--- src/rtl/apb_master.sv ---
// Free-running APB requester: mirrors the local request port onto back-to-back APB transfers.
// Optional ACCESS wait-state timeout is compiled in with `define APB_MASTER_TIMEOUT_EN.
module apb_master #(
  parameter int ADDR_W = 32,
  parameter int DATA_W = 32
`ifdef APB_MASTER_TIMEOUT_EN
  ,
  parameter int TIMEOUT_CYCLES = 16
`endif
) (
  input  logic              PCLK,
  input  logic              PRESET,
  input  logic              PWRITE_MASTER,
  input  logic [ADDR_W-1:0] PADDR_MASTER,
  input  logic [DATA_W-1:0] PWDATA_MASTER,
  output logic [DATA_W-1:0] PRDATA_MASTER,
  output logic              PSEL,
  output logic              PENABLE,
  output logic              PWRITE,
  output logic [ADDR_W-1:0] PADDR,
  output logic [DATA_W-1:0] PWDATA,
  input  logic [DATA_W-1:0] PRDATA,
  input  logic              PREADY
);

  typedef enum logic [1:0] {IDLE, SETUP, ACCESS} state_t;

  state_t state = IDLE;
  state_t state_next;

  logic              psel_next;
  logic              penable_next;
  logic              pwrite_next;
  logic [ADDR_W-1:0] paddr_next;
  logic [DATA_W-1:0] pwdata_next;
  logic [DATA_W-1:0] prdata_next;
  logic              capture;
  logic              abort;

`ifdef APB_MASTER_TIMEOUT_EN
  localparam int CNT_W = $clog2(TIMEOUT_CYCLES + 1);

  logic [CNT_W-1:0] wait_cnt;

  // abort fires on the edge that ends the TIMEOUT_CYCLES-th PREADY-low ACCESS cycle
  assign abort = (state == ACCESS) && !PREADY &&
                 (wait_cnt == CNT_W'(TIMEOUT_CYCLES - 1));

  always_ff @(posedge PCLK) begin
    if (PRESET || state != ACCESS)
      wait_cnt <= '0;
    else if (!PREADY)
      wait_cnt <= wait_cnt + 1'b1;
  end
`else
  assign abort = 1'b0;
`endif

  always_comb begin
    state_next   = state;
    psel_next    = PSEL;
    penable_next = PENABLE;
    pwrite_next  = PWRITE;
    paddr_next   = PADDR;
    pwdata_next  = PWDATA;
    prdata_next  = PRDATA_MASTER;
    capture      = 1'b0;

    case (state)
      IDLE: begin
        state_next = SETUP;
        capture    = 1'b1;
      end
      SETUP: begin
        state_next   = ACCESS;
        penable_next = 1'b1;
      end
      ACCESS: begin
        if (PREADY || abort) begin
          state_next = SETUP;
          capture    = 1'b1;
          if (!PWRITE)
            prdata_next = abort ? DATA_W'(32'hDEAD_BEEF) : PRDATA;
        end
      end
      default: state_next = IDLE;
    endcase

    // every entry into SETUP re-samples the local request port
    if (capture) begin
      psel_next    = 1'b1;
      penable_next = 1'b0;
      pwrite_next  = PWRITE_MASTER;
      paddr_next   = PADDR_MASTER;
      pwdata_next  = PWDATA_MASTER;
    end
  end

  always_ff @(posedge PCLK) begin
    if (PRESET) begin
      state         <= IDLE;
      PSEL          <= 1'b0;
      PENABLE       <= 1'b0;
      PWRITE        <= 1'b0;
      PADDR         <= '0;
      PWDATA        <= '0;
      PRDATA_MASTER <= '0;
    end else begin
      state         <= state_next;
      PSEL          <= psel_next;
      PENABLE       <= penable_next;
      PWRITE        <= pwrite_next;
      PADDR         <= paddr_next;
      PWDATA        <= pwdata_next;
      PRDATA_MASTER <= prdata_next;
    end
  end

endmodule

--- config.mk ---
export PLATFORM = sky130hd
export DESIGN_NAME = apb_master
export DESIGN_NICKNAME = d
export VERILOG_FILES = /design/src/rtl/apb_master.sv
export SDC_FILE = /design/constraint.sdc
export NUM_CORES = 1
export LEC_CHECK = 0
export ABC_AREA = 1
export CAP_MARGIN = 20
export CORE_MARGIN = 4
export CORE_UTILIZATION = 42
export CTS_CLUSTER_SIZE = 14
export DETAILED_ROUTE_END_ITERATION = 16
export GPL_ROUTABILITY_DRIVEN = 0
export PLACE_DENSITY = 0.84
export SLEW_MARGIN = 20
export SYNTH_ARGS = -nofsm -noshare
export SYNTH_HDL_FRONTEND = slang
export SYNTH_SLANG_ARGS = --single-unit
--- constraint.sdc ---
create_clock -name PCLK -period 2.3 [get_ports PCLK]
set_input_delay 0.46 -clock PCLK [delete_from_list [all_inputs] [get_ports PCLK]]
set_output_delay 0.46 -clock PCLK [all_outputs]
set_load 0.005 [all_outputs]
==> metrics.md <==
| Metric | Value |
|---|---|
| Synth cell types | `16` |
| Fin. max-slew vios | `0` |
| Final Net Count | `793` |
| Routed WL per cell | `13.5 um` |
| Post-CTS resize count | `0` |
| Flop-to-flop setup slack | `1.06 ns` |
| Post-route setup slack | `0.518 ns` |
| Crit-path leading delay family | `buffers and inverters` |
| H-tree depth | `3` |
| Max-Cap Viols | `0` |
| Number of diodes | `0` |
| Worst EP required | `1.84 ns` |
| Synth top area share | `53.6%` |
| Vias in the first global route | `3,644` |
| Pleak | `0.00270 uW` |
| CP Depth | `1` |
| Synthesis Warnings | `0` |
| Most common cell after layout, fill and taps aside | `clkdlybuf4s50_1` |
| Fin cells | `806` |
| Worst Clk Skew | `0.0114 ns` |
| Post-DP HPWL | `8030 um` |
| Layout area overhead | `58.9%` |
| TritonCTS Buffers | `9` |
| Peak VDD IR | `0.343 mV` |
| Die W | `103 um` |
| CP cell instances | `clkdlybuf4s50_1` |
| First-pass GRT wire length | `16,900 um` |
| CP endpoint kind | `output port` |
| CTS max path bufs | `2` |
| CTS Hold Buffers Added | `0` |
| Slew headroom | `75.7%` |
| CP max stage delay | `0.54 ns` |
| Initial core utilization | `43.3%` |
| Hold WC Path Type | `flip-flop to flip-flop` |
| Outcome | `complete, no violations` |
| I/O Buffers | `198` |
| RSZ-0062 raised after global routing | `no` |
| Number of DRC markers in iteration 0 | `124` |
| Die area | `10,600 um2` |
| Cell Area, Synth | `3770 um2` |
| Synth Instances | `508` |
| Detail Route Antenna Nets | `0` |
| # Post-CTS Setup Buffers | `0` |
| Crit path max fanout | `4` |
| CTS Sinks | `101` |
| Register area share after synthesis | `53.6%` |
| Pre-antenna DRT Iters | `6` |
| #FFs+latches synth | `101` |
| Reg-to-reg startpoint | `state[1]` |
| Max Clk Rate | `561 MHz` |
| Area contributors post-synth | `dfxtp_1 54%, nand2_1 17%, nand3_1 13%` |
| Initial antenna violation count | `0` |
| Slowest CP cell | `clkdlybuf4s50_1` |
| Pre-CTS setup slack | `0.440 ns` |
| Crit. Startpoint | `PWRITE` |
| Period minus WS final | `1.78 ns` |
| Worst setup path end | `PWRITE` |
| Buffer and inverter count on the worst path | `1` |
| FP Rows | `34` |
| Crit path kind | `flip-flop to output port` |
| Layout cells sized above 1 | `4.44%` |
| RR Endpoint | `PADDR[27]` |
| Detailed-route via count | `3,790` |
| Root Buffer Master | `clkbuf_8` |
| Overflow after GRT | `0` |
| Die H | `103 um` |
| Crit path launch type | `flip-flop` |
| PD cells | `640 nW/um2` |
| Commonest non-fill, non-tap cells in the layout | `198 x clkdlybuf4s50_1, 167 x nand2_1, 101 x dfxtp_1` |
| Placed insts | `790` |
| Cell taking the most area after synthesis | `dfxtp_1` |
| Avg Cell Area, Syn | `7.43 um2` |
| Clock latency on the worst-skew pair | `0.34 ns` |
| CTS tree | `yes` |
| Critical path data arrival time | `1.32 ns` |
| Via density per instance | `4.70` |
| DRC | `0` |
| Final worst-path cycle share | `77.5%` |
| Final Hold Vio Count | `0` |
| Worst hold margin | `0.472 ns` |
| Setup violations, final | `0` |
| CORE AREA | `8720 um2` |
| # IOs | `199` |
| Setup TNS | `0 ns` |
| Largest net degree at the start of global routing | `48` |
| Cells on worst reg2reg path | `5` |
| Utilization after layout | `68.8%` |
| CTS clock-pin slew for the worst setup and hold paths | `0.09 ns` |
| Net Count, Synth | `608` |
| DRT Wirelength | `10,900 um` |
| Worst-Margin Slew | `0.364 ns` |
| GRT Util Overall | `20.0%` |
==> cells in the mapped netlist <==
library cell / instances
buf_1: 3
nand2_1: 167
nor2_1: 66
buf_4: 7
nand3_1: 97
clkbuf_1: 5
o21ai_0: 1
a21oi_1: 2
nor2_4: 1
dfxtp_1: 101
buf_6: 5
buf_2: 13
inv_2: 3
inv_1: 34
nand2_4: 1
nor2_2: 2
==> kinds of logic (layout without fill, tap and decap cells) <==
kind of cell,after synthesis,after routing,synth area share [%]
buffers and inverters,70,260,9.08
AO/OA/AOI/OAI,3,3,0.398
flip-flops,101,101,53.6
AND/OR/NAND/NOR,334,334,37.0
==> worst min path at each step <==
| stage | from | end | slack (ns) | cells after the start |
|---|---|---|---|---|
| after global routing | PADDR[30] | PADDR[30] | 0.50 | 2 |
| final | PADDR[22] | PADDR[22] | 0.47 | 2 |
| after detailed placement | PADDR[21] | PADDR[21] | 0.46 | 2 |
| after floorplan | state[1] | state[1] | 0.45 | 1 |
| after CTS | PWDATA[25] | PWDATA[25] | 0.47 | 2 |
| after global placement | PSEL | PSEL | 0.45 | 2 |
==> layer usage <==
| layer | part of all wire, % | up-vias | track usage [%] |
|---|---|---|---|
| met5 | 0 | - | 0 |
| met3 | 9.8 | 16 | 6.43 |
| met4 | 2.0 | 0 | 7.27 |
| met2 | 48 | 146 | 34.6 |
| li1 | - | 1930 | - |
| met1 | 40 | 1698 | 23.2 |
==> metrics by stage <==
step                      instance area, um2  power, uW
final                                   6000       3840
after global routing                    6000       4040
after CTS                               6000       3890
after detailed placement                5800       2760
after global placement                  5800       2740
after floorplan                         3770       2270
==> layout make-up <==
type	count	area, um2
Clock buffer	13	159
Multi-Input combinational cell	337	1410
Timing Repair Buffer	207	2090
Fill cell	712	2720
Tap cell	108	135
Clock inverter	3	43.8
Inverter	37	139
Sequential cell	101	2020
==> state kept, by name, summed over array words and instances, names as in the netlist <==
register / cells
PRDATA_MASTER: 32
PWDATA: 32
state: 2
PSEL: 1
PENABLE: 1
PWRITE: 1
PADDR: 32
==> power breakdown <==
part           leakage, uW  switching, uW  internal [uW]
clock network     0.000104            559            565
registers         0.000831           71.5           1880
logic              0.00176            315            448
No activity file was read; power rests on OpenSTA's default activity.
